==> config.mk <==
export PLATFORM = sky130hd
export DESIGN_NAME = sdram_phy
export DESIGN_NICKNAME = d
export VERILOG_FILES = /design/src/rtl/sdram_phy_pkg.sv /design/src/rtl/sdram_phy_rsp_fifo.sv /design/src/rtl/sdram_phy.sv
export SDC_FILE = /design/constraint.sdc
export NUM_CORES = 1
export LEC_CHECK = 0
export ABC_CLOCK_PERIOD_IN_PS = 2460
export CAP_MARGIN = 20
export CELL_PAD_IN_SITES_DETAIL_PLACEMENT = 0
export CELL_PAD_IN_SITES_GLOBAL_PLACEMENT = 1
export CORE_UTILIZATION = 38
export CTS_CLUSTER_SIZE = 16
export DETAILED_ROUTE_END_ITERATION = 8
export GPL_ROUTABILITY_DRIVEN = 0
export PLACE_DENSITY = 0.78
export SYNTH_ARGS = -nofsm -noshare
export SYNTH_HDL_FRONTEND = slang
export SYNTH_SLANG_ARGS = --single-unit
==> constraint.sdc <==
create_clock -name io_axiClk -period 2.46 [get_ports io_axiClk]
set_clock_uncertainty 0.05 [all_clocks]
set_input_delay 0.492 -clock io_axiClk [delete_from_list [all_inputs] [get_ports io_axiClk]]
set_output_delay 0.492 -clock io_axiClk [all_outputs]
set_load 0.05 [all_outputs]
==> src/rtl/sdram_phy_pkg.sv <==
// sdram_phy_pkg: shared definitions for the SDRAM PHY.
//   - pin and data widths
//   - command opcode enumeration
//   - RAS/CAS/WE pin encodings (active-low, CSn=0 assumed)
package sdram_phy_pkg;

  localparam int ADDR_W = 13;
  localparam int BA_W   = 2;
  localparam int DQ_W   = 16;
  localparam int DQM_W  = 2;
  localparam int OP_W   = 3;

  typedef enum logic [2:0] {
    OP_NOP       = 3'd0,
    OP_ACTIVE    = 3'd1,
    OP_READ      = 3'd2,
    OP_WRITE     = 3'd3,
    OP_PRECHARGE = 3'd4,
    OP_REFRESH   = 3'd5,
    OP_MODE      = 3'd6,
    OP_RSVD      = 3'd7
  } opcode_e;

  // {RASn, CASn, WEn}
  localparam logic [2:0] RCW_NOP       = 3'b111;
  localparam logic [2:0] RCW_ACTIVE    = 3'b011;
  localparam logic [2:0] RCW_READ      = 3'b101;
  localparam logic [2:0] RCW_WRITE     = 3'b100;
  localparam logic [2:0] RCW_PRECHARGE = 3'b010;
  localparam logic [2:0] RCW_REFRESH   = 3'b001;
  localparam logic [2:0] RCW_MODE      = 3'b000;

endpackage

==> src/rtl/sdram_phy_rsp_fifo.sv <==
// sdram_phy_rsp_fifo: synchronous read-response FIFO.
//   clk, rst_n        : clock, asynchronous active-low reset (clears contents)
//   push, push_data   : write one word
//   pop               : consume the head word when valid
//   valid, data       : head-of-queue status and word (held until popped)
// Push and pop in the same cycle leave the occupancy unchanged.
module sdram_phy_rsp_fifo #(
  parameter int DEPTH = 4,
  parameter int WIDTH = 16
) (
  input  logic             clk,
  input  logic             rst_n,
  input  logic             push,
  input  logic [WIDTH-1:0] push_data,
  input  logic             pop,
  output logic             valid,
  output logic [WIDTH-1:0] data
);

  localparam int PTR_W = $clog2(DEPTH);
  localparam logic [PTR_W:0] COUNT_FULL = (PTR_W + 1)'(DEPTH);

  logic [WIDTH-1:0] mem_r [DEPTH];
  logic [PTR_W-1:0] wr_ptr_r;
  logic [PTR_W-1:0] rd_ptr_r;
  logic [PTR_W:0]   count_r;
  logic             do_push_s;
  logic             do_pop_s;

  // Qualify push/pop against occupancy so a stray request never corrupts state.
  always_comb begin
    do_pop_s  = pop & (count_r != {(PTR_W + 1){1'b0}});
    do_push_s = push & ((count_r != COUNT_FULL) | do_pop_s);
  end

  // Storage, pointers and occupancy.
  always_ff @(posedge clk or negedge rst_n) begin
    if (!rst_n) begin
      for (int i = 0; i < DEPTH; i++) begin
        mem_r[i] <= {WIDTH{1'b0}};
      end
      wr_ptr_r <= {PTR_W{1'b0}};
      rd_ptr_r <= {PTR_W{1'b0}};
      count_r  <= {(PTR_W + 1){1'b0}};
    end else begin
      if (do_push_s) begin
        mem_r[wr_ptr_r] <= push_data;
        wr_ptr_r        <= wr_ptr_r + PTR_W'(1'b1);
      end
      if (do_pop_s) begin
        rd_ptr_r <= rd_ptr_r + PTR_W'(1'b1);
      end
      case ({do_push_s, do_pop_s})
        2'b10:   count_r <= count_r + (PTR_W + 1)'(1'b1);
        2'b01:   count_r <= count_r - (PTR_W + 1)'(1'b1);
        default: count_r <= count_r;
      endcase
    end
  end

  assign valid = (count_r != {(PTR_W + 1){1'b0}});
  assign data  = mem_r[rd_ptr_r];

endmodule

==> src/rtl/sdram_phy.sv <==
// sdram_phy: registered SDRAM pin driver with in-order read-response return.
//   io_axiClk / io_asyncResetn : single clock, async active-low reset
//   io_cmd_*                   : command stream (valid/ready), opcode/addr/ba/data/mask
//   io_rsp_*                   : read data stream (valid/ready), in command order
//   io_sdram_*                 : registered SDRAM pins and DQ pad data/enable
// A command accepted in cycle N drives the pins in cycle N+1. Read data is
// sampled CAS_LATENCY cycles after the READ pin cycle and queued. Flow control
// is credit based so the response FIFO can never overflow.
module sdram_phy
  import sdram_phy_pkg::*;
#(
  parameter int CAS_LATENCY = 3,
  parameter int RSP_DEPTH   = 4
) (
  input  logic              io_axiClk,
  input  logic              io_asyncResetn,
  input  logic              io_cmd_valid,
  output logic              io_cmd_ready,
  input  logic [OP_W-1:0]   io_cmd_payload_opcode,
  input  logic [ADDR_W-1:0] io_cmd_payload_addr,
  input  logic [BA_W-1:0]   io_cmd_payload_ba,
  input  logic [DQ_W-1:0]   io_cmd_payload_data,
  input  logic [DQM_W-1:0]  io_cmd_payload_mask,
  output logic              io_rsp_valid,
  input  logic              io_rsp_ready,
  output logic [DQ_W-1:0]   io_rsp_payload_data,
  output logic [ADDR_W-1:0] io_sdram_ADDR,
  output logic [BA_W-1:0]   io_sdram_BA,
  output logic [DQM_W-1:0]  io_sdram_DQM,
  output logic              io_sdram_CSn,
  output logic              io_sdram_RASn,
  output logic              io_sdram_CASn,
  output logic              io_sdram_WEn,
  output logic              io_sdram_CKE,
  input  logic [DQ_W-1:0]   io_sdram_DQ_read,
  output logic [DQ_W-1:0]   io_sdram_DQ_write,
  output logic              io_sdram_DQ_writeEnable
);

  localparam int CNT_W = $clog2(RSP_DEPTH) + 1;
  localparam logic [CNT_W-1:0] CREDIT_MAX = CNT_W'(RSP_DEPTH);

  logic              cmd_fire_s;
  opcode_e           op_s;
  logic [2:0]        rcw_s;
  logic              is_nop_s;
  logic              is_read_s;
  logic              is_write_s;

  logic              csn_r;
  logic              cke_r;
  logic [2:0]        rcw_r;
  logic [ADDR_W-1:0] addr_r;
  logic [BA_W-1:0]   ba_r;
  logic [DQM_W-1:0]  dqm_r;
  logic [DQ_W-1:0]   dq_out_r;
  logic              dq_oe_r;

  logic [CAS_LATENCY:0] rd_sr_r;
  logic [CNT_W-1:0]     credits_r;
  logic [CNT_W-1:0]     credits_next_s;
  logic                 cmd_ready_r;

  logic              rsp_push_s;
  logic              rsp_pop_s;
  logic              rsp_valid_s;
  logic [DQ_W-1:0]   rsp_data_s;

  // Decode the accepted command into its pin encoding and class flags.
  always_comb begin
    cmd_fire_s = io_cmd_valid & cmd_ready_r;
    op_s       = opcode_e'(io_cmd_payload_opcode);
    rcw_s      = RCW_NOP;
    is_nop_s   = 1'b1;
    is_read_s  = 1'b0;
    is_write_s = 1'b0;
    if (cmd_fire_s) begin
      case (op_s)
        OP_ACTIVE:    begin rcw_s = RCW_ACTIVE;    is_nop_s = 1'b0; end
        OP_READ:      begin rcw_s = RCW_READ;      is_nop_s = 1'b0; is_read_s = 1'b1; end
        OP_WRITE:     begin rcw_s = RCW_WRITE;     is_nop_s = 1'b0; is_write_s = 1'b1; end
        OP_PRECHARGE: begin rcw_s = RCW_PRECHARGE; is_nop_s = 1'b0; end
        OP_REFRESH:   begin rcw_s = RCW_REFRESH;   is_nop_s = 1'b0; end
        OP_MODE:      begin rcw_s = RCW_MODE;      is_nop_s = 1'b0; end
        default:      begin rcw_s = RCW_NOP;       is_nop_s = 1'b1; end
      endcase
    end else begin
      rcw_s    = RCW_NOP;
      is_nop_s = 1'b1;
    end
  end

  // SDRAM pin registers; ADDR/BA hold across NOPs, DQM is 00 except on WRITE.
  always_ff @(posedge io_axiClk or negedge io_asyncResetn) begin
    if (!io_asyncResetn) begin
      csn_r    <= 1'b1;
      cke_r    <= 1'b0;
      rcw_r    <= RCW_NOP;
      addr_r   <= {ADDR_W{1'b0}};
      ba_r     <= {BA_W{1'b0}};
      dqm_r    <= {DQM_W{1'b1}};
      dq_out_r <= {DQ_W{1'b0}};
      dq_oe_r  <= 1'b0;
    end else begin
      csn_r   <= 1'b0;
      cke_r   <= 1'b1;
      rcw_r   <= rcw_s;
      dq_oe_r <= is_write_s;
      dqm_r   <= is_write_s ? ~io_cmd_payload_mask : {DQM_W{1'b0}};
      if (!is_nop_s) begin
        addr_r <= io_cmd_payload_addr;
        ba_r   <= io_cmd_payload_ba;
      end
      if (is_write_s) begin
        dq_out_r <= io_cmd_payload_data;
      end
    end
  end

  // Credit bookkeeping: a READ takes a credit, a response pop returns one.
  // The shift-to-FIFO transfer moves a credit between the two and is neutral.
  always_comb begin
    credits_next_s = credits_r;
    case ({is_read_s, rsp_pop_s})
      2'b10:   credits_next_s = credits_r + CNT_W'(1'b1);
      2'b01:   credits_next_s = credits_r - CNT_W'(1'b1);
      default: credits_next_s = credits_r;
    endcase
  end

  // In-flight read tags and the registered credit/ready state.
  always_ff @(posedge io_axiClk or negedge io_asyncResetn) begin
    if (!io_asyncResetn) begin
      rd_sr_r     <= {(CAS_LATENCY + 1){1'b0}};
      credits_r   <= {CNT_W{1'b0}};
      cmd_ready_r <= 1'b0;
    end else begin
      rd_sr_r     <= {rd_sr_r[CAS_LATENCY-1:0], is_read_s};
      credits_r   <= credits_next_s;
      cmd_ready_r <= (credits_next_s != CREDIT_MAX);
    end
  end

  // Tag reaches the last stage during the cycle the SDRAM drives the read
  // data; the FIFO slot captures the pad at the end of that same cycle.
  assign rsp_push_s = rd_sr_r[CAS_LATENCY];
  assign rsp_pop_s  = rsp_valid_s & io_rsp_ready;

  sdram_phy_rsp_fifo #(
    .DEPTH (RSP_DEPTH),
    .WIDTH (DQ_W)
  ) u_rsp_fifo (
    .clk       (io_axiClk),
    .rst_n     (io_asyncResetn),
    .push      (rsp_push_s),
    .push_data (io_sdram_DQ_read),
    .pop       (rsp_pop_s),
    .valid     (rsp_valid_s),
    .data      (rsp_data_s)
  );

  assign io_cmd_ready            = cmd_ready_r;
  assign io_rsp_valid            = rsp_valid_s;
  assign io_rsp_payload_data     = rsp_data_s;
  assign io_sdram_CSn            = csn_r;
  assign io_sdram_RASn           = rcw_r[2];
  assign io_sdram_CASn           = rcw_r[1];
  assign io_sdram_WEn            = rcw_r[0];
  assign io_sdram_CKE            = cke_r;
  assign io_sdram_ADDR           = addr_r;
  assign io_sdram_BA             = ba_r;
  assign io_sdram_DQM            = dqm_r;
  assign io_sdram_DQ_write       = dq_out_r;
  assign io_sdram_DQ_writeEnable = dq_oe_r;

endmodule

==> out/results.txt, run 1 <==
die area -> 15100 um^2
Syn-to-layout area delta -> 39.4%
DPL Wire Length -> 8.09 mm
max cap viols -> 0
Startpoint Class -> input port
critical path data required time -> 2690 ps
Port Buffers -> 112
cells after synthesis -> 361
Max Slew Vio Count -> 0
r2r endpoint -> io_cmd_ready
Routed WL per cell -> 17.4 um
worst r2r src -> io_cmd_ready
DRT Pass-1 Iters -> 4
Post-synth EDFFs -> 0
Hold WC Path Type -> in -> async
CP Capture Type -> register
Area contributors post-synth -> dfrtp_1 (51%), mux2_4 (11%), mux2_2 (8.3%)
Reg2Reg Depth -> 8
H-Tree Depth -> 4
Initial Util -> 39.4%
Worst VDD drop -> 547 uV
status -> finished clean
CP arrival -> 2640 ps
total wire length -> 12.1 mm
Nets -> 562
YS warnings -> 0
Tot GR Track Use -> 17.1%
Hold Slack -> 19.3 ps
remaining global-route overflow -> 0
Die Ht -> 123 um
Antenna Violating Nets Remaining -> 0
via count -> 3549
sequential share of the synthesized area -> 53.5%
final setup fails -> 0
I/O pins -> 113
DP Cell Count -> 658
post-synthesis register bit count -> 118
number of DRC markers in iteration 0 -> 120
# diodes -> 0
initial antenna violation count -> 0
area leader, netlist -> dfrtp_1
relative slew slack -> 61.6%
first-pass GRT wire length -> 19.4 mm
clk buf depth -> 2
mapped cell area -> 5540 um^2
Synth async-reset ratio -> 100%
top_reg_cell synth -> dfrtp_1
Static Leak -> 0.00350 uW
minimum clock period -> 2400 ps
CP Class -> in -> reg
CP max FO -> 2
Fin Setup TNS -> 0 ps
TritonCTS clock tree -> built
CORE AREA -> 14000 um^2
Core Rows -> 43
layout cells sized above 1 -> 38.0%
Yosys top cell area share -> 50.6%
clock-pin slew on the worst setup and hold paths -> 50 ps
Clock Latency Late Sink -> 400 ps
Fin. Hold Viols -> 0
pwr/cell area -> 1290 nW/um^2
Synthesized Nets -> 425
Non-Filler Instances -> 691
setup bufs post-CTS -> 0
Synth cell types -> 38
worst slew pin tran -> 574 ps
drc violations -> 0
Num CTS Buffers -> 17
# clock sinks -> 118
vias in the first global route -> 3791
drt via density -> 5.14
largest net degree at the start of global routing -> 49
Post-Syn Area per Cell -> 15.3 um^2
final worst path period share -> 97.7%
Root Buffer -> clkbuf_16
register-to-register setup slack -> 170 ps
Die W -> 123 um
unrepaired setup endpoints after global routing -> false
fmax -> 416 MHz
==> how the worst max path moves through the flow <==
stage                              from            to  slack [ps]  cells past startpoint
2_1_floorplan  io_cmd_payload_opcode[2]  io_cmd_ready           1                     10
3_3_place_gp               io_cmd_valid  io_cmd_ready        -290                      9
3_5_place_dp               io_cmd_valid  io_cmd_ready        -360                      9
4_1_cts                    io_cmd_ready  io_cmd_ready          30                      2
5_1_grt                    io_cmd_valid  io_cmd_ready           7                      9
6_report                   io_cmd_valid  io_cmd_ready          60                      9
==> report_power, final <==
part / leakage (uW) / switching, uW / internal [uW] / total, uW
Sequential: 0.00148 / 447 / 2680 / 3130
Combinational: 0.00171 / 2270 / 1890 / 4160
Clock: 0.000316 / 851 / 1820 / 2680
Total: 0.00350 / 3570 / 6400 / 9970
==> critical path: stages <==
cell	delay, ps
clkdlybuf4s50_1	420
and2_4	170
nand3_1	120
ha_2	200
inv_1	50
fa_1	370
xor2_1	160
or3_1	350
a211o_1	320
==> cell usage in the layout (no fill, tap or decap), types with 3 or more instances in the layout <==
cell and instances:
mux4_2 16, mux2i_1 3, dfrtp_1 111, clkbuf_8 5, bufinv_16 4, mux2_4 40, xor2_1 4, ha_1 5
clkbuf_16 17, nand3_1 16, a221o_1 15, clkdlybuf4s50_1 94, xnor2_1 5, nand4b_1 15, nand2_1 7, a21boi_0 15
buf_12 14, inv_1 9, clkinv_2 3, buf_4 35, mux2_2 41, dfstp_2 6, nand3_4 4
==> repair_timing <==
action	in CTS	in global routing
gates resized for setup	1	0
hold buffers	0	0
endpoints found under the setup margin	1	0
==> cell type report <==
class / instances / area, um^2
multi-input cells: 208 / 2360
well taps: 180 / 225
fillers: 1141 / 6320
flip-flops and latches: 118 / 2960
clock buffers: 24 / 502
repair buffers: 144 / 1490
clock inverters: 8 / 143
inverters: 9 / 33.8
==> stage by stage <==
| stage | setup slack [ps] | instance area (um^2) | utilization [%] | total power [uW] |
|---|---|---|---|---|
| floorplan | 1.04 | 5570 | - | 6080 |
| global placement | -290 | 7070 | 50.3 | 7220 |
| detailed placement | -359 | 7070 | 50.3 | 7330 |
| CTS | 34.8 | 7710 | 54.9 | 10100 |
| global route | 7.14 | 7720 | 55.0 | 10400 |
| finish | 56.8 | 7720 | 55.0 | 9970 |
==> registers in the layout, summed over array words and instances (netlist names) <==
signal                   cells
io_sdram_ADDR               13
io_sdram_DQM                 2
credits_r                    3
io_sdram_DQ_write           16
rcw_r                        3
rd_sr_r                      4
io_cmd_ready                 1
u_rsp_fifo.mem_r            64
io_sdram_CKE                 1
u_rsp_fifo.rd_ptr_r          2
io_sdram_CSn                 1
io_sdram_BA                  2
u_rsp_fifo.wr_ptr_r          2
io_sdram_DQ_writeEnable      1
u_rsp_fifo.count_r           3
==> synth_stat cells, types with 2 or more instances <==
library cell  number
nor2b_1            2
nand2_1            7
ha_1               6
dfrtp_1          112
nand4b_1          15
nor2_1             2
o31a_2             2
buf_12             4
mux2_2            41
mux2_4            40
xnor2_1            5
a21boi_0          15
nand3_1           16
inv_1              9
nand3_4            4
a221o_1           15
fa_1               2
mux4_2            16
conb_1             2
buf_6              2
mux2i_1            3
buf_2              8
dfstp_2            6
xor2_1             4
clkbuf_1          10
==> layer usage <==
metal	wire, um	global-route usage, %
met5	0	0
met1	5440	22.1
met3	728	6.27
met4	104	5.56
met2	5780	26.4
==> kinds of logic after synthesis <==
family	count (synthesis)	synth area share [%]
AOI/OAI and AO/OA	37	5.74
buffers and inverters	35	4.07
and+or+nand+nor	52	6.85
muxes	100	26.2
xor gates and xnor gates	9	1.42
DFF	118	53.5
other	2	0.136
adders and majority gates	8	2.08
Power figures use the tool's default switching activity.
==> run 2: changes to the inputs <==
--- a/config.mk
+++ b/config.mk
@@ -13,7 +13,8 @@
 export CTS_CLUSTER_SIZE = 16
 export DETAILED_ROUTE_END_ITERATION = 8
 export GPL_ROUTABILITY_DRIVEN = 0
-export PLACE_DENSITY = 0.78
+export PLACE_DENSITY_LB_ADDON = 0.1
+export SLEW_MARGIN = 20
 export SYNTH_ARGS = -nofsm -noshare
 export SYNTH_HDL_FRONTEND = slang
 export SYNTH_SLANG_ARGS = --single-unit
==> run 2 against run 1 <==
  * Clock-buffer cell count down 6
  * Sequential power hardly changed
  * Non-clock buffer count up 4
  * Cell area is 0.86% lower
  * Global-route usage is 0.27 points higher
  * Register-to-register slack improved by 60 ps
  * Flip-flop and latch count is the same
  * Power down 2.0%
  * Critical path type is now reg -> out
  * Critical endpoint is now io_cmd_ready
  * Largest cell class unchanged
==> out/results.txt, run 2 (synthesis gave the netlist of run 1 again) <==
status -> finished clean (unchanged)
fmax -> 419 MHz (was 416 MHz)
Core Rows -> 43 (unchanged)
most common cell after layout, fill and taps aside -> dfrtp_1 (unchanged)
clock-pin slew on the worst setup and hold paths -> 50 ps (about the same)
Hold Slack -> 0.274 ps (was 19.3 ps)
post-layout worst setup margin -> 74.4 ps (was 56.8 ps)
Pwr Total -> 9770 uW (was 9970 uW)
final setup fails -> 0 (unchanged)
relative slew slack -> 64.5% (was 61.6%)
Static Leak -> 0.00347 uW (was 0.00350 uW)
Tot GR Track Use -> 17.3% (was 17.1%)
worst slew pin tran -> 531 ps (was 574 ps)
minimum clock period -> 2390 ps (was 2400 ps)
Root Buffer -> clkbuf_16 (unchanged)
drt via density -> 5.05 (was 5.14)
Worst VDD drop -> 527 uV (was 547 uV)
Non-Filler Instances -> 695 (was 691)
CP Class -> reg -> out (was in -> reg)
pwr/cell area -> 1280 nW/um^2 (was 1290 nW/um^2)
Clock Latency Late Sink -> 410 ps (was 400 ps)
CP arrival -> 1840 ps (was 2640 ps)
DPL Wire Length -> 8.16 mm (was 8.09 mm)
Die Ht -> 123 um (unchanged)
remaining global-route overflow -> 0 (unchanged)
Port Buffers -> 112 (unchanged)
clk buf depth -> 2 (unchanged)
TritonCTS clock tree -> built (unchanged)
number of DRC markers in iteration 0 -> 164 (was 120)
Die W -> 123 um (unchanged)
CP max FO -> 17 (was 2)
critical path data required time -> 1920 ps (was 2690 ps)
CP Capture Type -> output pin (was register)
DRT Pass-1 Iters -> 4 (unchanged)
DP Cell Count -> 661 (was 658)
vias in the first global route -> 3775 (was 3791)
CORE AREA -> 14000 um^2 (unchanged)
Max Slew Vio Count -> 0 (unchanged)
final worst path period share -> 97.0% (was 97.7%)
register area -> 2960 um^2 (about the same)
# clock sinks -> 118 (unchanged)
Routed WL per cell -> 17.3 um (was 17.4 um)
fillers -> 1154 (was 1141)
I/O pins -> 113 (unchanged)
max reg flops -> 64 (unchanged)
most frequent cells in the layout -> dfrtp_1 (110), clkdlybuf4s50_1 (94), buf_4 (42), mux2_2 (41), mux2_4 (40) (was dfrtp_1 (111), clkdlybuf4s50_1 (94), mux2_2 (41), mux2_4 (40), buf_4 (35))
hold buffers post-CTS -> 0 (unchanged)
initial antenna violation count -> 0 (unchanged)
largest net degree at the start of global routing -> 41 (was 49)
# diodes -> 0 (unchanged)
die area -> 15100 um^2 (unchanged)
unrepaired setup endpoints after global routing -> false (unchanged)
Nets -> 566 (was 562)
Num CTS Buffers -> 17 (unchanged)
Final Core Density -> 54.5% (was 55.0%)
total wire length -> 12.1 mm (about the same)
Startpoint Class -> register (was input port)
Syn-to-layout area delta -> 38.2% (was 39.4%)
max cap viols -> 0 (unchanged)
Multi-input gate area -> 2360 um^2 (about the same)
Fin. Hold Viols -> 0 (unchanged)
Initial Util -> 39.4% (unchanged)
via count -> 3510 (was 3549)
Hold WC Path Type -> in -> async (unchanged)
Antenna Violating Nets Remaining -> 0 (unchanged)
first-pass GRT wire length -> 19.6 mm (was 19.4 mm)
Largest Register -> u_rsp_fifo.mem_r (unchanged)
drc violations -> 0 (unchanged)
layout cells sized above 1 -> 38.6% (was 38.0%)
DP Worst Slack -> -337 ps (was -359 ps)
H-Tree Depth -> 4 (unchanged)
## run 2: cell count changes in the layout (fill, tap and decap cells not counted)
cell        previous run  this run
clkbuf_1               2         1
dfrtp_2                1         2
clkinvlp_4             1         3
buf_4                 35        42
clkinv_4               0         2
buf_12                14        11
o31ai_2                1         0
bufinv_16              4         3
o31ai_1                0         1
clkinv_2               3         6
dfrtp_1              111       110
clkbuf_8               5         0
## run 2: area by class of cell
cell class | instances | share of cell area [%]
Clock buffer | 18 | 5.61
Tap cell | 180 | 2.94
Sequential cell | 118 | 38.7
Clock inverter | 14 | 2.09
Multi-Input combinational cell | 208 | 30.8
Timing Repair Buffer | 148 | 19.4
Inverter | 9 | 0.441
## run 2: path summary, 6_finish.rpt
path,to,cells after the start,slack (ps),from
max in group asynchronous,rcw_r[2],2,1700,io_asyncResetn
setup reg to reg,u_rsp_fifo.count_r[2],8,230,u_rsp_fifo.count_r[0]
hold reg to reg,rd_sr_r[2],0,300,rd_sr_r[1]
hold / removal,u_rsp_fifo.mem_r[35],1,0.3,io_asyncResetn
min in group io_axiClk,rd_sr_r[2],0,300,rd_sr_r[1]
setup / recovery,io_cmd_ready,2,70,io_cmd_ready
## run 2: critical path, stage by stage (launching register included)
cell	delay, ps
dfrtp_2	370
buf_4	230
clkdlybuf4s50_1	840
## run 2: power by group
group | internal, uW | total, uW | switching [uW]
sequential | 2680 | 3130 | 450
combinational | 1930 | 4180 | 2250
clock | 1580 | 2460 | 881
total | 6190 | 9770 | 3580
## run 2: through the flow
| stage | setup TNS (ps) | instance area, um^2 |
|---|---|---|
| 4_1_cts | 0 | 7640 |
| 3_5_place_dp | -722 | 7050 |
| 6_report | 0 | 7650 |
| 2_1_floorplan | 0 | 5570 |
| 3_3_place_gp | -591 | 7050 |
| 5_1_grt | 0 | 7650 |
## run 2: routing by layer
| layer | part of all wire (%) | track usage (%) | up-vias | wire length [um] |
|---|---|---|---|---|
| li1 | - | - | 1618 | - |
| met1 | 45 | 22.6 | 1785 | 5430 |
| met2 | 48 | 26.4 | 94 | 5800 |
| met3 | 5.3 | 6.04 | 13 | 644 |
| met4 | 1.5 | 6.63 | 0 | 176 |
| met5 | 0 | 0 | - | 0 |
## run 2: what timing repair did
item                       4_1_cts  5_1_grt
gates resized for setup          2        0
pin swaps                        0        0
setup endpoints to repair       11        2
buffers inserted                 0        2
==> run 3: changes to the inputs <==
--- a/config.mk
+++ b/config.mk
@@ -10,6 +10,7 @@
 export CELL_PAD_IN_SITES_DETAIL_PLACEMENT = 0
 export CELL_PAD_IN_SITES_GLOBAL_PLACEMENT = 1
 export CORE_UTILIZATION = 38
+export CTS_CLUSTER_DIAMETER = 200
 export CTS_CLUSTER_SIZE = 16
 export DETAILED_ROUTE_END_ITERATION = 8
 export GPL_ROUTABILITY_DRIVEN = 0
==> results of run 3 <==
Final layout, timing and power as in run 2 (identical DEF).
